`config.mk`:
```
export PLATFORM = sky130hd
export DESIGN_NAME = sram_port_arb_flat
export DESIGN_NICKNAME = d
export VERILOG_FILES = /design/src/rtl/sram_port_arb_if.sv /design/src/rtl/sram_port_arb.sv /design/src/flat_wrapper.sv
export SDC_FILE = /design/constraint.sdc
export NUM_CORES = 1
export LEC_CHECK = 0
export CORE_ASPECT_RATIO = 0.8
export CORE_MARGIN = 8
export CORE_UTILIZATION = 39
export DETAILED_ROUTE_END_ITERATION = 6
export PLACE_DENSITY_LB_ADDON = 0.15
export SYNTH_ARGS = -nofsm -noshare
export SYNTH_HDL_FRONTEND = slang
export SYNTH_SLANG_ARGS = --single-unit
```
`constraint.sdc`:
```
create_clock -name i_clk -period 4.9 [get_ports i_clk]
set_input_delay 0.98 -clock i_clk [delete_from_list [all_inputs] [get_ports i_clk]]
set_output_delay 0.98 -clock i_clk [all_outputs]
set_load 0.01 [all_outputs]
```
`src/rtl/sram_port_arb_if.sv`:
```
// Bundles the two requester ports, the SRAM pins and the grant counters of sram_port_arb.
// The slave modport is the arbiter's view; master is the requester/SRAM-side view.
interface sram_port_arb_if #(
   parameter int AWIDTH = 12,
   parameter int DWIDTH = 32
);
   localparam int BW = DWIDTH / 8;

   logic              i_mode;
   logic              i_req0;
   logic [AWIDTH-1:0] i_addr0;
   logic              o_gnt0;
   logic              o_rvalid0;
   logic [DWIDTH-1:0] o_rdata0;
   logic              i_req1;
   logic              i_we1;
   logic [BW-1:0]     i_be1;
   logic [AWIDTH-1:0] i_addr1;
   logic [DWIDTH-1:0] i_wdata1;
   logic              o_gnt1;
   logic              o_rvalid1;
   logic [DWIDTH-1:0] o_rdata1;
   logic              o_memCsn;
   logic              o_memWen;
   logic [BW-1:0]     o_memBe;
   logic [AWIDTH-1:0] o_memAddr;
   logic [DWIDTH-1:0] o_memDi;
   logic [DWIDTH-1:0] i_memDout;
   logic [31:0]       o_gcnt0;
   logic [31:0]       o_gcnt1;

   modport slave (
      input  i_mode, i_req0, i_addr0, i_req1, i_we1, i_be1, i_addr1, i_wdata1, i_memDout,
      output o_gnt0, o_rvalid0, o_rdata0, o_gnt1, o_rvalid1, o_rdata1,
             o_memCsn, o_memWen, o_memBe, o_memAddr, o_memDi, o_gcnt0, o_gcnt1
   );

   modport master (
      output i_mode, i_req0, i_addr0, i_req1, i_we1, i_be1, i_addr1, i_wdata1, i_memDout,
      input  o_gnt0, o_rvalid0, o_rdata0, o_gnt1, o_rvalid1, o_rdata1,
             o_memCsn, o_memWen, o_memBe, o_memAddr, o_memDi, o_gcnt0, o_gcnt1
   );
endinterface

```
`src/rtl/sram_port_arb.sv`:
```
// Two-port arbiter in front of a single-port synchronous SRAM: port 0 fetches, port 1 reads/writes.
// Grants are combinational; read data returns one cycle later, tagged with the port that asked.
module sram_port_arb #(
   parameter int AWIDTH = 12,
   parameter int DWIDTH = 32
) (
   input logic             i_clk,
   input logic             i_rst,
   sram_port_arb_if.slave  bus
);
   localparam int BW = DWIDTH / 8;

   logic              r_lastGnt;
   logic              r_tagValid;
   logic              r_tagPort;
   logic [31:0]       r_gcnt0;
   logic [31:0]       r_gcnt1;

   logic              w_gnt0;
   logic              w_gnt1;
   logic              w_rvalid0;
   logic              w_rvalid1;
   logic              w_memCsn;
   logic              w_memWen;
   logic [BW-1:0]     w_memBe;
   logic [AWIDTH-1:0] w_memAddr;
   logic [DWIDTH-1:0] w_memDi;

   // On a tie, round-robin favours whichever port did not win last (r_lastGnt=1 means port 1 won).
   always_comb begin
      w_gnt0 = 1'b0;
      w_gnt1 = 1'b0;
      if (!i_rst) begin
         w_gnt0 = bus.i_req0 && (!bus.i_req1 || (!bus.i_mode && r_lastGnt));
         w_gnt1 = bus.i_req1 && (!bus.i_req0 || bus.i_mode || !r_lastGnt);
      end
   end

   always_comb begin
      w_memCsn  = 1'b1;
      w_memWen  = 1'b1;
      w_memBe   = '0;
      w_memAddr = '0;
      w_memDi   = '0;
      if (w_gnt0) begin
         w_memCsn  = 1'b0;
         w_memBe   = '1;
         w_memAddr = bus.i_addr0;
      end else if (w_gnt1) begin
         w_memCsn  = 1'b0;
         w_memWen  = !bus.i_we1;
         w_memBe   = bus.i_be1;
         w_memAddr = bus.i_addr1;
         w_memDi   = bus.i_wdata1;
      end
   end

   always_ff @(posedge i_clk) begin
      if (i_rst) begin
         r_lastGnt  <= 1'b1;
         r_tagValid <= 1'b0;
         r_tagPort  <= 1'b0;
         r_gcnt0    <= '0;
         r_gcnt1    <= '0;
      end else begin
         if (w_gnt0 || w_gnt1) begin
            r_lastGnt <= w_gnt1;
         end
         r_tagValid <= w_gnt0 || (w_gnt1 && !bus.i_we1);
         r_tagPort  <= w_gnt1;
         if (w_gnt0 && (r_gcnt0 != 32'hFFFF_FFFF)) begin
            r_gcnt0 <= r_gcnt0 + 32'd1;
         end
         if (w_gnt1 && (r_gcnt1 != 32'hFFFF_FFFF)) begin
            r_gcnt1 <= r_gcnt1 + 32'd1;
         end
      end
   end

   // Reset held in the return cycle kills the pending read response.
   assign w_rvalid0 = r_tagValid && !r_tagPort && !i_rst;
   assign w_rvalid1 = r_tagValid && r_tagPort && !i_rst;

   assign bus.o_gnt0    = w_gnt0;
   assign bus.o_gnt1    = w_gnt1;
   assign bus.o_rvalid0 = w_rvalid0;
   assign bus.o_rvalid1 = w_rvalid1;
   assign bus.o_rdata0  = w_rvalid0 ? bus.i_memDout : '0;
   assign bus.o_rdata1  = w_rvalid1 ? bus.i_memDout : '0;
   assign bus.o_memCsn  = w_memCsn;
   assign bus.o_memWen  = w_memWen;
   assign bus.o_memBe   = w_memBe;
   assign bus.o_memAddr = w_memAddr;
   assign bus.o_memDi   = w_memDi;
   assign bus.o_gcnt0   = r_gcnt0;
   assign bus.o_gcnt1   = r_gcnt1;
endmodule

```
`src/flat_wrapper.sv`:
```
// flat-port wrapper written by rule: the top's interface ports become plain ports
module sram_port_arb_flat 
#(
   parameter int AWIDTH = 12,
   parameter int DWIDTH = 32
)
  (i_clk, i_rst, bus_i_mode, bus_i_req0, bus_i_addr0, bus_i_req1, bus_i_we1, bus_i_be1, bus_i_addr1, bus_i_wdata1, bus_i_memDout, bus_o_gnt0, bus_o_rvalid0, bus_o_rdata0, bus_o_gnt1, bus_o_rvalid1, bus_o_rdata1, bus_o_memCsn, bus_o_memWen, bus_o_memBe, bus_o_memAddr, bus_o_memDi, bus_o_gcnt0, bus_o_gcnt1);
  sram_port_arb_if #(.AWIDTH(AWIDTH), .DWIDTH(DWIDTH)) bus_i ();
  input logic i_clk;
  input logic i_rst;
  input wire logic [$bits(bus_i.i_mode)-1:0] bus_i_mode;
  input wire logic [$bits(bus_i.i_req0)-1:0] bus_i_req0;
  input wire logic [$bits(bus_i.i_addr0)-1:0] bus_i_addr0;
  input wire logic [$bits(bus_i.i_req1)-1:0] bus_i_req1;
  input wire logic [$bits(bus_i.i_we1)-1:0] bus_i_we1;
  input wire logic [$bits(bus_i.i_be1)-1:0] bus_i_be1;
  input wire logic [$bits(bus_i.i_addr1)-1:0] bus_i_addr1;
  input wire logic [$bits(bus_i.i_wdata1)-1:0] bus_i_wdata1;
  input wire logic [$bits(bus_i.i_memDout)-1:0] bus_i_memDout;
  output wire logic [$bits(bus_i.o_gnt0)-1:0] bus_o_gnt0;
  output wire logic [$bits(bus_i.o_rvalid0)-1:0] bus_o_rvalid0;
  output wire logic [$bits(bus_i.o_rdata0)-1:0] bus_o_rdata0;
  output wire logic [$bits(bus_i.o_gnt1)-1:0] bus_o_gnt1;
  output wire logic [$bits(bus_i.o_rvalid1)-1:0] bus_o_rvalid1;
  output wire logic [$bits(bus_i.o_rdata1)-1:0] bus_o_rdata1;
  output wire logic [$bits(bus_i.o_memCsn)-1:0] bus_o_memCsn;
  output wire logic [$bits(bus_i.o_memWen)-1:0] bus_o_memWen;
  output wire logic [$bits(bus_i.o_memBe)-1:0] bus_o_memBe;
  output wire logic [$bits(bus_i.o_memAddr)-1:0] bus_o_memAddr;
  output wire logic [$bits(bus_i.o_memDi)-1:0] bus_o_memDi;
  output wire logic [$bits(bus_i.o_gcnt0)-1:0] bus_o_gcnt0;
  output wire logic [$bits(bus_i.o_gcnt1)-1:0] bus_o_gcnt1;
  assign bus_i.i_mode = bus_i_mode;
  assign bus_i.i_req0 = bus_i_req0;
  assign bus_i.i_addr0 = bus_i_addr0;
  assign bus_i.i_req1 = bus_i_req1;
  assign bus_i.i_we1 = bus_i_we1;
  assign bus_i.i_be1 = bus_i_be1;
  assign bus_i.i_addr1 = bus_i_addr1;
  assign bus_i.i_wdata1 = bus_i_wdata1;
  assign bus_i.i_memDout = bus_i_memDout;
  assign bus_o_gnt0 = bus_i.o_gnt0;
  assign bus_o_rvalid0 = bus_i.o_rvalid0;
  assign bus_o_rdata0 = bus_i.o_rdata0;
  assign bus_o_gnt1 = bus_i.o_gnt1;
  assign bus_o_rvalid1 = bus_i.o_rvalid1;
  assign bus_o_rdata1 = bus_i.o_rdata1;
  assign bus_o_memCsn = bus_i.o_memCsn;
  assign bus_o_memWen = bus_i.o_memWen;
  assign bus_o_memBe = bus_i.o_memBe;
  assign bus_o_memAddr = bus_i.o_memAddr;
  assign bus_o_memDi = bus_i.o_memDi;
  assign bus_o_gcnt0 = bus_i.o_gcnt0;
  assign bus_o_gcnt1 = bus_i.o_gcnt1;
  sram_port_arb #(.AWIDTH(AWIDTH), .DWIDTH(DWIDTH)) u_core (.i_clk(i_clk), .i_rst(i_rst), .bus(bus_i));
endmodule
```
==> results of run 1 <==
## logic make-up after synthesis
group / count (synthesis)
and+or+nand+nor: 282
DFF: 67
AOI/OAI and AO/OA: 130
adders and majority gates: 2
buffers and inverters: 47
xor gates and xnor gates: 6
muxes: 6
## sequential cells by signal, indices dropped and copies added (netlist names)
| name | count |
|---|---|
| u_core.bus.o_gcnt0 | 32 |
| u_core.r_tagPort | 1 |
| u_core.r_lastGnt | 1 |
| u_core.r_tagValid | 1 |
| u_core.bus.o_gcnt1 | 32 |
## cell usage after synthesis (all sizes together) (2+ instances only)
cell	number	area share [%]
ha	2	0.61
o211ai	10	1.8
nand3	24	2.9
o21ai	26	3.1
a21oi	42	5.1
clkbuf	24	2.2
o311ai	4	0.85
nor2b	4	0.61
and3	3	0.45
a211oi	6	1.1
a21o	3	0.54
xnor2	4	0.85
nor3	5	0.61
mux2	4	1.1
o31ai	20	3.6
mux2i	2	0.48
a22o	12	2.5
xor2	2	0.42
and4	3	0.64
nand2b	4	0.61
nand4	21	3.2
or4	21	3.8
nand2	32	2.9
inv	15	1.4
o41ai	4	0.85
nor2	28	2.5
buf	7	0.82
and2	98	15
or3	21	3.2
nor4	5	0.76
or2	4	0.61
dfxtp	67	32
nand3b	4	0.73
## worst paths after layout
kind | slack (ns) | to
max | 0.56 | bus_o_memAddr[0]
max reg2reg | 1.81 | u_core.bus.o_gcnt0[9]
min reg2reg | 0.51 | u_core.bus.o_gcnt1[31]
min | 0.51 | u_core.bus.o_gcnt1[31]
## report_power, final
part	internal, mW	switching (mW)	total [mW]	leakage [nW]
Clock	0.340	0.242	0.582	0.125
Combinational	0.145	0.101	0.246	1.77
Sequential	0.548	0.00326	0.552	0.540
## cell type report
cell class | count | area share [%]
sequential | 67 | 18.3
tap | 140 | 2.40
timing repair buffer | 286 | 39.0
inverter | 16 | 0.821
clock buffer | 11 | 3.18
clock inverter | 5 | 0.411
antenna | 2 | 0.0684
multi-input combinational | 426 | 35.8
## routing by layer
layer	track usage, %	vias up	share of wire, %
met2	46.9	284	46
met3	13.4	45	12
li1	-	2506	-
met1	35.7	2532	40
met5	0	-	0.42
met4	7.03	16	1.5
## critical path, cell delays in order
cell             delay [ns]
clkdlybuf4s50_1        0.50
nand2b_1               0.16
a21o_1                 0.21
clkinv_1               0.57
a22o_1                 0.42
clkdlybuf4s50_1        0.50
## stage by stage
stage / setup WS [ns] / std cells
floorplan: 1.56 / 540
global placement: 0.636 / 935
detailed placement: 0.631 / 935
CTS: 0.607 / 951
global route: 0.479 / 952
finish: 0.565 / 953
==> results.py, run 1 <==
metrics = {
    "yosys": {
        "synth_compound_area_share_pct": 20.2,
        "ys_ff_latch": 67,
        "yosysWarnings": 0,
        "synth_top_family_by_area": "simple AND/OR/NAND/NOR gates",
        "syn_inst": 540,
        "synth_fa_ha_area_share_pct": 0.605,
        "ys_async_sr_fraction_pct": 0,
        "synth_area_um2": 4140,
        "synth_cell_types": 45,
        "synth_fp_nets": 640,
        "synth-simple-area-share_pct": 39.5,
        "synth_xor_area_share_pct": 1.27,
        "synth.avg_cell_area_um2": 7.66,
        "synth_edf_count": 0,
        "synthMuxAreaShare_pct": 1.57,
        "ys_seq_area_share_pct": 32.4,
        "ys.flop_type": "dfxtp_1",
    },
    "clock_network": {
        "post_cts_buffers": 0,
        "cts.htree.levels": 3,
        "cts_tree": "built",
        "path_clk_slew_ns": 0.06,
        "ctsHoldBuffers": 0,
        "clock_latency_ns": 0.33,
        "cts_max_path_buffers": 2,
        "cts.sinks": 67,
        "numCtsBuffers": 9,
        "root_buffer": "clkbuf_16",
        "cts_resized": 0,
    },
    "worst_setup_path": {
        "startpoint": "bus_i_mode",
        "endpoint_kind": "primary output",
        "startpoint_type": "input port",
        "crit_path_max_fanout": 19,
        "worstPathArrival_ns": 3.36,
        "worstRegToRegCells": 5,
        "reg2reg_from": "u_core.bus.o_gcnt0[9]",
        "setup.worst_path.class": "in2out",
        "required_ns": 3.92,
    },
    "route": {
        "ant_nets": 0,
        "route.detailed.drc": 0,
        "wirelength_mm": 22.1,
        "vias_per_cell": 5.65,
        "drtIter0Drc": 453,
        "vias": 5383,
        "drt_first_pass_iters": 5,
        "routedWlPerCell_um": 23.2,
    },
    "sta": {
        "tns_ns": 0,
        "max_freq_mhz": 231,
        "final.min_clock_period_ns": 4.34,
        "relSlewSlack_pct": 26.9,
        "hold-worst-slack_ns": 0.508,
        "setup_violations": 0,
        "hold_violations": 0,
        "tightest_slew_ns": 1.09,
        "rsz0062_at_grt": "false",
        "maxSlewViolCount": 0,
        "final.period_utilization_pct": 88.5,
        "finClkSkew_ns": 0.00911,
    },
    "global_route": {
        "overflow": 0,
        "grtUsageTotal_pct": 29.4,
        "grt_pass1_wl_mm": 32.1,
        "antenna_found_initial": 10,
        "grt_max_degree": 38,
        "grt_pass1_vias": 4892,
    },
    "final_layout": {
        "final_common_cell": "clkdlybuf4s50_1",
        "fin_area_um2": 7310,
        "layout_common_cells": "clkdlybuf4s50_1 (278), and2_1 (98), dfxtp_1 (67), a21oi_1 (42), nand2_1 (32)",
        "nNetsFinal": 906,
        "multi_input_area_um2": 2620,
        "area_growth_pct": 76.8,
        "nFillCells": 814,
        "final-seq-area_um2": 1340,
        "fin_util_pct": 71.1,
        "drive_gt1_share_pct": 4.07,
    },
    "hold_path": {
        "min_from": "u_core.bus.o_gcnt1[31]",
        "holdPathStages": 2,
        "min_path_type": "reg2reg",
    },
    "placement": {
        "placement.cell_area_um2": 7040,
        "port_buffers": 279,
        "routabilityCongestion": 0.932,
        "dp_hpwl_mm": 17.7,
    },
    "run_status": {
        "status": "completed",
    },
    "power": {
        "peakVddDrop_uv": 172,
        "cellLeakagePower_nw": 2.44,
        "p_per_area_nw_per_um2": 189,
        "total_power_mw": 1.38,
    },
    "floorplan": {
        "boundaryPins": 280,
        "start_util_pct": 40.2,
        "die_h_um": 108,
        "die_x_um": 131,
        "rows": 33,
        "coreArea_um2": 10300,
        "fp.dieArea_um2": 14200,
    },
    "job": {
        "max-cap-violations": 0,
    },
}
No activity file was read; power rests on OpenSTA's default activity.
==> run 2: changes to the inputs <==
clock period = 5.4 ns   (was 4.9 ns; I/O delays follow)
==> results.py, run 2 (synthesis gave the netlist of run 1 again) <==
metrics = {
    "sta": {
        "relSlewSlack_pct": 26.3,
        "final.min_clock_period_ns": 4.62,
        "maxSlewViolCount": 0,
        "rsz0062_at_grt": "false",
        "setup_violations": 0,
        "hold-worst-slack_ns": 0.506,
        "final.period_utilization_pct": 85.6,
        "finClkSkew_ns": 0.00592,
        "hold_violations": 0,
        "tightest_slew_ns": 1.10,
        "max_freq_mhz": 216,
        "tns_ns": 0,
    },
    "floorplan": {
        "fp.dieArea_um2": 14200,
        "coreArea_um2": 10300,
        "die_h_um": 108,
        "boundaryPins": 280,
        "start_util_pct": 40.2,
        "die_x_um": 131,
        "rows": 33,
    },
    "final_layout": {
        "nNetsFinal": 905,
        "area_growth_pct": 77.9,
        "nFillCells": 819,
        "drive_gt1_share_pct": 4.07,
        "multi_input_area_um2": 2620,
        "final-seq-area_um2": 1340,
        "layout_common_cells": "clkdlybuf4s50_1 (278), and2_1 (98), dfxtp_1 (67), a21oi_1 (42), nand2_1 (32)",
        "final_common_cell": "clkdlybuf4s50_1",
    },
    "route": {
        "route.detailed.drc": 0,
        "ant_nets": 0,
        "drtIter0Drc": 529,
        "wirelength_mm": 22.8,
        "drt_first_pass_iters": 5,
        "vias_per_cell": 5.77,
        "routedWlPerCell_um": 24.0,
        "vias": 5484,
    },
    "worst_setup_path": {
        "endpoint": "bus_o_memAddr[11]",
        "crit_family": "buffers and inverters",
        "reg2reg_from": "u_core.bus.o_gcnt0[9]",
        "startpoint": "bus_i_req1",
        "crit_path_top_delay_cell": "clkdlybuf4s50_1",
        "r2r_slack_ns": 2.30,
        "cp.depth": 7,
        "path_cells": "clkdlybuf4s50_1, nand2b_1, a21o_1, inv_1, buf_4, a22o_1, clkdlybuf4s50_1",
        "crit_path_max_fanout": 36,
        "critPathMostFrequentCell": "clkdlybuf4s50_1",
        "setup.worst_path.class": "in2out",
        "r2r_end": "u_core.bus.o_gcnt0[9]",
        "crit_buf_inv": 4,
        "startpoint_type": "input port",
        "slowest_delay_ns": 0.58,
        "worstPathArrival_ns": 3.54,
        "worstRegToRegCells": 5,
        "required_ns": 4.32,
        "endpoint_kind": "primary output",
    },
    "global_route": {
        "grt_use_met1_pct": 39.0,
        "grt_use_met3_pct": 9.36,
        "grtUsageTotal_pct": 30.7,
        "grt_max_degree": 40,
        "met2_usage_pct": 51.7,
        "overflow": 0,
        "antenna_found_initial": 3,
        "top_usage_layer": "met2",
        "grt_pass1_vias": 5233,
        "grt_pass1_wl_mm": 34.0,
    },
    "clock_network": {
        "numCtsBuffers": 9,
        "post_cts_buffers": 0,
        "clock_latency_ns": 0.33,
        "cts.htree.levels": 3,
        "root_buffer": "clkbuf_16",
        "cts.sinks": 67,
        "cts_resized": 0,
        "cts_tree": "built",
        "ctsHoldBuffers": 0,
        "cts_max_path_buffers": 2,
        "path_clk_slew_ns": 0.06,
    },
    "placement": {
        "port_buffers": 279,
        "routabilityCongestion": 0.951,
        "dp_hpwl_mm": 18.2,
    },
    "hold_path": {
        "min_path_type": "reg2reg",
    },
    "power": {
        "p_per_area_nw_per_um2": 186,
        "cellLeakagePower_nw": 2.46,
        "peakVddDrop_uv": 142,
    },
    "job": {
        "max-cap-violations": 0,
    },
    "run_status": {
        "status": "completed",
    },
}
[run 2: worst reg2reg max path, stage by stage (launching register included)]
cell and delay (ns):
dfxtp_1 0.41, nand4_1 0.43, or4_1 0.82, o211ai_1 0.93, nor2_1 0.10, mux2_2 0.31
[run 2: worst min-delay path by stage]
stage                                   to  slack, ns  cells past startpoint              startpoint
global placement          u_core.r_lastGnt       0.48                      2        u_core.r_lastGnt
global route        u_core.bus.o_gcnt1[31]       0.53                      2  u_core.bus.o_gcnt1[31]
CTS                 u_core.bus.o_gcnt1[31]       0.50                      2  u_core.bus.o_gcnt1[31]
floorplan                 u_core.r_lastGnt       0.46                      2        u_core.r_lastGnt
finish              u_core.bus.o_gcnt1[31]       0.51                      2  u_core.bus.o_gcnt1[31]
detailed placement        u_core.r_lastGnt       0.49                      2        u_core.r_lastGnt
[run 2: per-layer routing]
layer  wire length (um)  vias up
met5                 29        -
met1               9320     2643
met2              10900      306
met3               2320       27
met4                218        4
li1                   -     2504
[run 2: area by class of cell]
| cell class | count | share of cell area (%) |
|---|---|---|
| Tap cell | 140 | 2.38 |
| Timing Repair Buffer | 285 | 38.5 |
| Clock buffer | 12 | 3.49 |
| Inverter | 16 | 0.816 |
| Clock inverter | 4 | 0.987 |
| Sequential cell | 67 | 18.2 |
| Antenna cell | 1 | 0.0340 |
| Multi-Input combinational cell | 426 | 35.6 |
[run 2: power breakdown]
part | internal [mW] | switching (mW) | leakage, nW
combinational | 0.130 | 0.0931 | 1.76
clock | 0.429 | 0.214 | 0.159
sequential | 0.498 | 0.00315 | 0.540
[run 2: per-stage QoR]
step | setup slack (ns) | total power [mW] | utilization, % | area [um2] | cells
global route | 0.652 | 1.40 | 71.5 | 7350 | 950
finish | 0.775 | 1.37 | 71.5 | 7360 | 951
global placement | 0.927 | 0.729 | 68.3 | 7020 | 934
floorplan | 1.86 | 0.576 | - | 4140 | 540
detailed placement | 0.830 | 0.731 | 68.3 | 7020 | 934
CTS | 0.791 | 1.37 | 71.5 | 7350 | 950
==> run 3: changes to the inputs <==
HOLD_SLACK_MARGIN = 0.12   (was default)
==> results of run 3 <==
Final layout, timing and power as in run 2 (identical DEF).
